`src/rtl/temp_sensor_if_if.sv`:
```
// 3-wire serial sensor bus: controller drives cs_n/sclk, the sensor drives sdata.
interface temp_sensor_if_if;
    logic cs_n;
    logic sclk;
    logic sdata;

    modport master (output cs_n, output sclk, input sdata);
    modport slave  (input cs_n, input sclk, output sdata);
endinterface

```
`src/rtl/temp_sensor_if.sv`:
```
// Polls a serial temperature sensor, rejects malformed frames, and averages
// 2^AVG_LOG2 good readings into a held 5-bit temperature value.
module temp_sensor_if #(
    parameter int             CLK_DIV    = 4,
    parameter int             SAMPLE_GAP = 16,
    parameter int             AVG_LOG2   = 2,
    parameter logic [4:0]     RESET_TEMP = 5'd20
) (
    input  logic                    clk,
    input  logic                    rst,
    input  logic                    enable,
    temp_sensor_if_if.master        sbus,
    output logic [4:0]              temperature,
    output logic                    temp_valid,
    output logic                    sample_err
);
    localparam int         CMAX = (CLK_DIV > SAMPLE_GAP) ? CLK_DIV : SAMPLE_GAP;
    localparam int         CW   = $clog2(CMAX + 1);
    localparam logic [3:0] NAVG = 4'(1 << AVG_LOG2);

    typedef enum logic [2:0] {IDLE, SELECT, SHIFT, CHECK, GAP} state_t;

    state_t         state_q;
    logic [CW-1:0]  cnt_q;
    logic [3:0]     half_q;
    logic [7:0]     shreg_q;
    logic [7:0]     acc_q;
    logic [3:0]     good_q;
    logic           cs_n_q, sclk_q;
    logic [4:0]     temp_q;
    logic           tv_q, se_q;

    logic           frame_ok;
    logic [7:0]     acc_d;
    logic [3:0]     good_d;

    // Header must be 2'b10 and bits[5:0] (temperature plus parity) must hold an even count of ones.
    assign frame_ok = (shreg_q[7:6] == 2'b10) && !(^shreg_q[5:0]);
    assign acc_d    = acc_q + 8'(shreg_q[5:1]);
    assign good_d   = good_q + 4'd1;

    always_ff @(posedge clk) begin
        if (rst) begin
            state_q <= IDLE;
            cnt_q   <= '0;
            half_q  <= '0;
            shreg_q <= '0;
            acc_q   <= '0;
            good_q  <= '0;
            cs_n_q  <= 1'b1;
            sclk_q  <= 1'b0;
            temp_q  <= RESET_TEMP;
            tv_q    <= 1'b0;
            se_q    <= 1'b0;
        end else begin
            tv_q <= 1'b0;
            se_q <= 1'b0;
            case (state_q)
                IDLE: begin
                    if (enable) begin
                        state_q <= SELECT;
                        cs_n_q  <= 1'b0;
                        cnt_q   <= '0;
                    end
                end
                SELECT: begin
                    if (cnt_q == CW'(CLK_DIV - 1)) begin
                        cnt_q   <= '0;
                        half_q  <= '0;
                        state_q <= SHIFT;
                    end else begin
                        cnt_q <= cnt_q + 1'b1;
                    end
                end
                SHIFT: begin
                    if (cnt_q == CW'(CLK_DIV - 1)) begin
                        cnt_q  <= '0;
                        sclk_q <= ~sclk_q;
                        if (!sclk_q)
                            shreg_q <= {shreg_q[6:0], sbus.sdata};
                        // Last shift happened a half-period earlier, so shreg_q is complete here.
                        if (half_q == 4'd15) begin
                            state_q <= CHECK;
                            cs_n_q  <= 1'b1;
                            se_q    <= !frame_ok;
                        end else begin
                            half_q <= half_q + 4'd1;
                        end
                    end else begin
                        cnt_q <= cnt_q + 1'b1;
                    end
                end
                CHECK: begin
                    state_q <= GAP;
                    cnt_q   <= '0;
                    if (frame_ok) begin
                        if (good_d == NAVG) begin
                            temp_q <= 5'(acc_d >> AVG_LOG2);
                            tv_q   <= 1'b1;
                            acc_q  <= '0;
                            good_q <= '0;
                        end else begin
                            acc_q  <= acc_d;
                            good_q <= good_d;
                        end
                    end
                end
                GAP: begin
                    if (cnt_q == CW'(SAMPLE_GAP - 1)) begin
                        cnt_q <= '0;
                        if (enable) begin
                            state_q <= SELECT;
                            cs_n_q  <= 1'b0;
                        end else begin
                            state_q <= IDLE;
                        end
                    end else begin
                        cnt_q <= cnt_q + 1'b1;
                    end
                end
                default: state_q <= IDLE;
            endcase
        end
    end

    assign sbus.cs_n   = cs_n_q;
    assign sbus.sclk   = sclk_q;
    assign temperature = temp_q;
    assign temp_valid  = tv_q;
    assign sample_err  = se_q;
endmodule
```
`src/flat_wrapper.sv`:
```
// flat-port wrapper written by rule: the top's interface ports become plain ports
module temp_sensor_if_flat 
#(
    parameter int             CLK_DIV    = 4,
    parameter int             SAMPLE_GAP = 16,
    parameter int             AVG_LOG2   = 2,
    parameter logic [4:0]     RESET_TEMP = 5'd20
)
  (clk, rst, enable, temperature, temp_valid, sample_err, sbus_cs_n, sbus_sclk, sbus_sdata);
  temp_sensor_if_if sbus_i ();
  input  logic clk;
  input  logic rst;
  input  logic enable;
  output logic [4:0] temperature;
  output logic temp_valid;
  output logic sample_err;
  output wire logic [$bits(sbus_i.cs_n)-1:0] sbus_cs_n;
  output wire logic [$bits(sbus_i.sclk)-1:0] sbus_sclk;
  input wire logic [$bits(sbus_i.sdata)-1:0] sbus_sdata;
  assign sbus_cs_n = sbus_i.cs_n;
  assign sbus_sclk = sbus_i.sclk;
  assign sbus_i.sdata = sbus_sdata;
  temp_sensor_if #(.CLK_DIV(CLK_DIV), .SAMPLE_GAP(SAMPLE_GAP), .AVG_LOG2(AVG_LOG2), .RESET_TEMP(RESET_TEMP)) u_core (.clk(clk), .rst(rst), .enable(enable), .sbus(sbus_i), .temperature(temperature), .temp_valid(temp_valid), .sample_err(sample_err));
endmodule
```
`config.mk`:
```
export PLATFORM = sky130hd
export DESIGN_NAME = temp_sensor_if_flat
export DESIGN_NICKNAME = d
export VERILOG_FILES = /design/src/rtl/temp_sensor_if_if.sv /design/src/rtl/temp_sensor_if.sv /design/src/flat_wrapper.sv
export SDC_FILE = /design/constraint.sdc
export NUM_CORES = 1
export LEC_CHECK = 0
export CORE_MARGIN = 2
export CORE_UTILIZATION = 23
export DETAILED_ROUTE_END_ITERATION = 10
export HOLD_SLACK_MARGIN = 0.02
export SETUP_SLACK_MARGIN = 0.15
export SYNTH_ARGS = -nofsm -noshare
export SYNTH_HDL_FRONTEND = slang
export SYNTH_SLANG_ARGS = --single-unit
```
`constraint.sdc`:
```
create_clock -name clk -period 2.48 [get_ports clk]
set_clock_uncertainty 0.05 [all_clocks]
set_input_delay 0.496 -clock clk [delete_from_list [all_inputs] [get_ports clk]]
set_output_delay 0.496 -clock clk [all_outputs]
set_load 0.02 [all_outputs]
```
After elaboration in Yosys (flattened, before gate mapping)

Cells that the tools add are included.

Flip-flop bits (word level): 41
Output and inout bits: 9
Logic and storage cells: 78

Equality and inequality tests: 15
Bitwise logic cells: 6
Add/subtract/negate cells: 4
Reduce and logical (&&, ||, !) cells: 19
Multiplexer cells: 23

Operators with widths:

| kind                | number |
|---|---|
| $pmux 5 s4          | 1 |
| $mux 4              | 4 |
| $mux 3              | 5 |
| $mux 5              | 3 |
| $pmux 3 s5          | 1 |
| $add 4x1->4 const B | 2 |
| $add 8x5->8         | 1 |
| $mux 8              | 1 |
| $ne 2x1->1 const B  | 4 |
| $pmux 4 s2          | 1 |
| $reduce_and 4->1    | 2 |
| $eq 3x2->1 const B  | 2 |
| $mux 1              | 6 |
| $not 1->1           | 6 |
| $reduce_and 2->1    | 3 |
| $reduce_and 3->1    | 2 |
| $reduce_xor 6->1    | 1 |
| $add 5x1->5 const B | 1 |
| $eq 5x2->1 const B  | 1 |
| $eq 5x4->1 const B  | 1 |
| $reduce_and 5->1    | 1 |
| $eq 4x3->1 const B  | 1 |
| $eq 4x4->1 const B  | 1 |
| $ne 2x2->1 const B  | 2 |
| 13 further kinds    | 14 |

Depth between registers and ports, before layout

Gate-level depths: netlist of run 1.

Depth in word-level cells: 5
Depth in mapped cells: 8
Gate-level depth less buffers: 8

Least setup slack after synthesis of run 1

No wires, ideal clock.

Path type: reg2reg
Start: register u_core.cnt_q[0]
End: register u_core.half_q[3]
Slack: 0.493 ns
Arrival: 1.866 ns
Data required time: 2.360 ns
Stages on the path, launching flop included: 8
Buffers on the path: 1
Clock period less this slack: 1.987 ns
Cells stage by stage: dfxtp_1 ha_1 nor4b_4 nand2_1 or2_1 clkbuf_1 or4_1 a21oi_1

Word-level cells in the longest chain between the ends: 3
Elaborated cells between the ends (all ways): 4

Ends and longest elaborated chain:

| item                           | RTL line                                   | RTL |
|---|---|---|
| from (decl)                    | temp_sensor_if.sv:24                       | `logic [CW-1:0] cnt_q;` |
| from (signal assigned)         | temp_sensor_if.sv:72                       | `cnt_q <= cnt_q + 1'b1;` |
| from (signal assigned)         | temp_sensor_if.sv:90                       | `cnt_q <= cnt_q + 1'b1;` |
| from (signal assigned)         | temp_sensor_if.sv:118                      | `cnt_q <= cnt_q + 1'b1;` |
| $eq 5x2->1 (*)                 | temp_sensor_if.sv:67, temp_sensor_if.sv:76 |  |
| $ne 2x1->1 (no line)           | -                                          |  |
| $reduce_and 4->1 (no line) (*) | -                                          |  |
| to (signal assigned)           | temp_sensor_if.sv:87                       | `half_q <= half_q + 4'd1;` |
| to (decl)                      | temp_sensor_if.sv:25                       | `logic [3:0] half_q;` |

Mark *: on every way between the ends. The rest lies on a longest branch, timed or not.
A chain may end at the register's enable or synchronous reset.

Worst setup path in the final report of run 1

Start: register u_core.shreg_q[1]
End: register u_core.temp_q[4] (netlist: u_core.temperature[4])

Word-level cells in the longest chain between the ends: 4
Elaborated cells between the ends (all ways): 5

Ends and longest elaborated chain:

| item                                                | RTL line             | RTL |
|---|---|---|
| from (decl)                                         | temp_sensor_if.sv:26 | `logic [7:0] shreg_q;` |
| from (signal assigned)                              | temp_sensor_if.sv:80 | `shreg_q <= {shreg_q[6:0], sbus.sdata};` |
| branches (longest 4 deep; another with $add 8x5->8) | -                    |  |
| to (signal assigned)                                | temp_sensor_if.sv:98 | `temp_q <= 5'(acc_d >> AVG_LOG2);` |
| to (decl)                                           | temp_sensor_if.sv:30 | `logic [4:0] temp_q;` |

Parallel ways; which one is timed is not known.

==> results of run 1 <==
## registers in the layout (all words and copies together) (netlist names)
register / cells
u_core.sbus.sclk: 1
u_core.temp_valid: 1
u_core.sbus.cs_n: 1
u_core.temperature: 5
u_core.acc_q: 7
u_core.good_q: 4
u_core.sample_err: 1
u_core.shreg_q: 8
u_core.state_q: 3
u_core.half_q: 4
u_core.cnt_q: 5
## cells by family (layout without fill, tap and decap cells)
logic type,Yosys count,count (layout),synth area share [%]
xor gates and xnor gates,15,15,7.39
buffers and inverters,22,31,4.06
DFF,40,40,38.8
muxes,2,2,0.969
AOI/OAI and AO/OA,65,65,17.4
and+or+nand+nor,94,94,23.7
adders and majority gates,12,12,7.63
## Yosys cell counts
| cell type | number |
|---|---|
| dfxtp_1 | 40 |
| a21oi_1 | 31 |
| nand2_1 | 27 |
| o21ai_0 | 22 |
| nand3_1 | 19 |
| clkbuf_1 | 14 |
| nor2_1 | 13 |
| ha_1 | 11 |
| inv_1 | 7 |
| xnor2_1 | 7 |
| xor2_1 | 6 |
| nor3_1 | 5 |
| nor2b_1 | 4 |
| nor3b_1 | 4 |
| nor4_1 | 4 |
| or3_1 | 4 |
| a21o_1 | 3 |
| and3_1 | 3 |
| a31oi_1 | 2 |
| and2_1 | 2 |
| mux2i_1 | 2 |
| or4_1 | 2 |
| a211o_1 | 1 |
| a211oi_1 | 1 |
| a221o_1 | 1 |
| a22oi_1 | 1 |
| clkbuf_2 | 1 |
| fa_1 | 1 |
| nand2b_1 | 1 |
| nand4_1 | 1 |
| nor3_2 | 1 |
| nor4b_4 | 1 |
| o2111ai_1 | 1 |
| o211a_1 | 1 |
| o211ai_1 | 1 |
| or2_1 | 1 |
| or2_2 | 1 |
| or4b_2 | 1 |
| xnor2_2 | 1 |
| xnor3_1 | 1 |
## where the power goes
part           total (mW)  internal [mW]  switching (mW)
registers           0.653          0.647         0.00615
logic              0.0501         0.0222          0.0279
clock network       0.415          0.191           0.224
total                1.12          0.861           0.258
## placed cells by master, fill, tap and decap left out, drive strengths merged, types with 2 or more instances in the layout
cell type,count
dfxtp,40
a21oi,31
nand2,27
o21ai,22
nand3,19
nor2,13
clkdlybuf4s50,12
ha,11
xnor2,8
inv,7
xor2,6
nor3,6
clkbuf,6
buf,5
nor2b,4
nor3b,4
nor4,4
or3,4
and3,3
a21o,3
a31oi,2
and2,2
or4,2
mux2i,2
or2,2
## area by class of cell
type	instances	share of cell area, %
clock buffer	6	3.04
clock inverter	1	0.210
inverter	7	1.10
multi-input combinational	188	49.8
sequential	40	33.6
tap	108	5.67
timing repair buffer	17	6.61
## final timing paths
kind / from / end
max: u_core.shreg_q[1]$_SDFFE_PP0P_ / u_core.temperature[4]$_SDFFE_PP1P_
min: u_core.shreg_q[6]$_SDFFE_PP0P_ / u_core.shreg_q[7]$_SDFFE_PP0P_
max reg2reg: u_core.shreg_q[1]$_SDFFE_PP0P_ / u_core.temperature[4]$_SDFFE_PP1P_
min reg2reg: u_core.shreg_q[6]$_SDFFE_PP0P_ / u_core.shreg_q[7]$_SDFFE_PP0P_
## metrics by stage
step | utilization (%) | worst slack [ns] | instances | instance area [sq um]
2_1_floorplan | - | 0.493 | 250 | 2070
3_3_place_gp | 26.4 | 0.321 | 360 | 2300
3_5_place_dp | 26.4 | 0.264 | 360 | 2300
4_1_cts | 27.3 | 0.242 | 367 | 2380
5_1_grt | 27.3 | 0.287 | 367 | 2380
6_report | 27.3 | 0.415 | 367 | 2380
## timing repair
item	in CTS	in global routing
hold endpoints to repair	0	0
endpoints found under the setup margin	0	1
resized for setup	0	1
## per-layer routing
layer | GRT usage (%) | vias to the layer above | routed length (um)
met5 | 0 | - | 0
met3 | 2.91 | 9 | 132
met1 | 11.2 | 799 | 2090
li1 | - | 895 | -
met2 | 14.2 | 22 | 2000
met4 | 3.69 | 0 | 85
## worst register-to-register path: cells and delay by family (launching register included)
kind                       cells  cell delay, ns
adders and majority gates      2            0.64
xor gates and xnor gates       1            0.16
AOI/OAI and AO/OA              3            0.62
and+or+nand+nor                1            0.14
DFF                            1            0.35
==> out/metrics.yaml, run 1 <==
outcome:
  outcome: "finished, final reports clean"
critical_path:
  cp_max_fo: 4
  cp_slowest_stage_delay_ns: 0.41
  cp_slowest_cell: "fa_1"
  required_ns: 2.61
  cp-end-kind: "register"
  path_buf_inv: 0
  cp-start-kind: "register"
  crit_type: "reg2reg"
  rr_worst_depth: 7
  crit_family: "adder cells"
  critical_path_depth: 7
  rrSetupSlack_ns: 0.42
  path_cells: "ha_1, fa_1, a21o_1, a221o_1, xor2_1, nor3_1, o21ai_0"
  arrival_ns: 2.19
grt:
  grt_pass1_vias: 1616
  grt-ovfl-total: 0
  grt_pass1_wl_um: 7250
  antenna_found_initial: 0
  grt_usage_pct: 8.95
  grt_max_degree: 18
final_layout:
  multiInputGateArea_sq_um: 1190
  area_growth_pct: 15.4
  fillers: 912
  drive_gt1_share_pct: 6.56
  num_antenna_cells: 0
  area.sequential_sq_um: 801
  final_nets: 275
min_path:
  hold_class: "reg2reg"
  worstHoldPathCells: 2
clocking:
  cts_buffers: 5
  cts_tree: "yes"
  cts_max_level: 2
  worst_skew_pair.late_latency_ns: 0.29
  postCtsHoldBufs: 0
  clkSlewWorstSetupHoldPaths_ns: 0.08
  clockBufferDepth: 2
  numClockSinks: 40
  cts_root_buffer: "clkbuf_8"
  cts_setup_buffers: 0
pwr:
  p_leak_nw: 0.907
  ir_drop_v: 0.000215
  power_density_nw_per_um2: 469
  finalPower_mw: 1.12
synthesis:
  yosysTopAreaCellShare_pct: 38.8
  yosysWarnings: 0
  synth_nets: 266
  synthDistinctLibCells: 40
  synth_top_area_cell: "dfxtp_1"
  synth.top_cells.by_area: "dfxtp_1 39%, a21oi_1 7.5%, ha_1 6.7%"
  ys_seq_area_share_pct: 38.8
  synthCells: 250
  syn_avg_cell_area_sq_um: 8.26
  synth_seq_cells: 40
  netlist_area_sq_um: 2070
routing:
  drt_wl_total_um: 4310
  antenna_left: 0
  vias: 1725
  drt-pass1-iter-count: 4
  drt_iter0_markers: 99
  avgViaCountPerCell: 4.70
  drc: 0
  routedWlPerCell_um: 11.7
timing:
  drv_slew: 0
  worst_slew_pin_slew_ns: 0.561
  period_minus_slack_ns: 2.06
  fin_crit_sh_pct: 83.3
  fin_tns_setup_ns: 0
  rsz0062_at_grt: "false"
  setup-violations-final: 0
  fmax_mhz: 484
  slew_headroom_pct: 62.5
  hold_viol: 0
  fin_hold_ws_ns: 0.412
die:
  ios: 13
  start_util_pct: 23.7
  core_area_sq_um: 8720
  fp-row-count: 34
  die_height_um: 98.8
  design.die.area_sq_um: 9760
  die_w_um: 98.8
flow_run:
  drv_cap: 0
placement:
  place_congestion: 0.732
  portBuffers: 12
  dpl.hpwl_um: 3060
Power figures use the tool's default switching activity.
==> inputs of run 2 (changes only) <==
- clock period: 2.48 -> 1.85 ns (I/O delays scaled with it)
==> run 2 against run 1 <==
The flow now finishes with violations (setup timing). Cell count increased by 11%. Utilization increased by 6.9 points. Sequential cell count unchanged. Largest cell class unchanged. Highest routed layer unchanged.
==> out/metrics.yaml, run 2 (synthesis results as in run 1) <==
pwr:
  combPwrFrac_pct: 6.0
  ir_drop_v: 0.000285
  pwr-share-clk_pct: 38.4
  p_seq_share_pct: 55.6
  swShare_pct: 23.1
  p_switching_mw: 0.362
  p_int_mw: 1.21
  finalPower_mw: 1.57
  power_density_nw_per_um2: 524
  p_leak_nw: 1.18
critical_path:
  path_buf_inv: 0
  required_ns: 2.03
  crit_family: "simple AND/OR/NAND/NOR gates"
  path_cells: "ha_4, nor4b_4, nand2_1, or2_4, or4_4, a21oi_2"
  cp-start-kind: "register"
  crit_type: "reg2reg"
  cp_slowest_cell: "or4_4"
  arrival_ns: 2.07
  cp_slowest_stage_delay_ns: 0.48
  cp_max_fo: 4
  cp-end-kind: "register"
die:
  design.die.area_sq_um: 9760
  start_util_pct: 23.7
  fp-row-count: 34
  ios: 13
  die_w_um: 98.8
  core_area_sq_um: 8720
  die_height_um: 98.8
timing:
  fin_ws_ns: -0.0408
  hold_viol: 0
  fmax_mhz: 529
  fin_crit_sh_pct: 102
  slew_headroom_pct: 69.5
  rsz0062_at_grt: "true"
  drv_slew: 0
  worst_slew_pin_slew_ns: 0.457
  period_minus_slack_ns: 1.89
  setup-violations-final: 3
grt:
  grt_pass1_vias: 1760
  grt_pass1_wl_um: 7650
  grt-ovfl-total: 0
  antenna_found_initial: 0
  grt_usage_pct: 9.32
  grt_max_degree: 34
outcome:
  outcome: "finished, violations left"
  violations: "setup timing"
clocking:
  cts_tree: "yes"
  worst_skew_pair.late_latency_ns: 0.29
  cts_buffers: 5
  cts_max_level: 2
  clkSlewWorstSetupHoldPaths_ns: 0.08
  clockBufferDepth: 2
  cts_root_buffer: "clkbuf_8"
  postCtsHoldBufs: 0
  numClockSinks: 40
final_layout:
  mostFrequentLayoutCell: "buf_4"
  num_antenna_cells: 0
  final_cell_mix: "33 x buf_4, 31 x dfxtp_1, 27 x a21oi_1"
  final_util_pct: 34.3
  largest_reg_flops: 8
  final_nets: 314
  area_growth_pct: 44.7
  fillers: 857
  largestRegisters: "u_core.shreg_q (8), u_core.acc_q (7)"
  top_register: "u_core.shreg_q"
  drive_gt1_share_pct: 32.8
flow_run:
  drv_cap: 0
min_path:
  hold_class: "reg2reg"
routing:
  vias: 1915
  avgViaCountPerCell: 4.71
  routedWlPerCell_um: 11.8
  drc: 0
  drt_wl_total_um: 4790
  antenna_left: 0
  drt_iter0_markers: 93
  drt-pass1-iter-count: 6
placement:
  portBuffers: 12
  dpl.hpwl_um: 3170
  place_congestion: 0.743
## run 2: path summary, 6_finish.rpt
check / start / end / slack (ns) / cells after the start
max: u_core.cnt_q[0]$_SDFFE_PP0P_ / u_core.half_q[3]$_SDFFE_PP0P_ / -0.04 / 6
min: u_core.shreg_q[6]$_SDFFE_PP0P_ / u_core.shreg_q[7]$_SDFFE_PP0P_ / 0.42 / 2
max reg2reg: u_core.cnt_q[0]$_SDFFE_PP0P_ / u_core.half_q[3]$_SDFFE_PP0P_ / -0.04 / 6
min reg2reg: u_core.shreg_q[6]$_SDFFE_PP0P_ / u_core.shreg_q[7]$_SDFFE_PP0P_ / 0.42 / 2
## run 2: metal layers
layer	up-vias	GRT usage [%]	part of all wire, %
met3	6	2.34	2.4
met4	0	2.85	1.1
met1	912	10.9	46
li1	974	-	-
met5	-	0	0
met2	23	16.6	51
## run 2: final cells by class
cell class	instances	area [sq um]	share of cell area, %
timing repair buffer	56	512	17.1
multi-input combinational	188	1400	46.9
sequential	40	822	27.5
clock inverter	2	10.0	0.335
tap	108	135	4.52
clock buffer	6	82.6	2.76
inverter	7	26.3	0.879
## run 2: power groups by stage
stage / registers (mW) / logic, mW / clock network, mW
CTS: 0.874 / 0.0828 / 0.619
floorplan: 0.896 / 0.0471 / 0
detailed placement: 0.898 / 0.0716 / 0
global route: 0.873 / 0.102 / 0.648
global placement: 0.897 / 0.0711 / 0
finish: 0.872 / 0.0943 / 0.601
## run 2: worst reg2reg max path, stage by stage (launching register included)
cell and delay [ns]:
dfxtp_4 0.37, ha_4 0.13, nor4b_4 0.26, nand2_1 0.15, or2_4 0.27, or4_4 0.48, a21oi_2 0.13
## run 2: metrics by stage
step                      hold slack, ns  setup slack, ns  area [sq um]  TNS (ns)  instances
after global placement             0.395          -0.0868          2540    -0.167        384
after CTS                          0.419          -0.0399          2810    -0.153        402
after floorplan                    0.386          -0.0590          2110    -0.167        250
final                              0.421          -0.0408          2990   -0.0932        407
after global routing               0.443          -0.0787          2990    -0.626        407
after detailed placement           0.403          -0.0916          2540    -0.294        384
## run 2: timing repair
item | in CTS | in global routing
buffers inserted | 10 | 4
hold endpoints to repair | 0 | 0
gates cloned | 0 | 1
pin swaps | 12 | 16
resized for setup | 27 | 36
endpoints found under the setup margin | 29 | 32
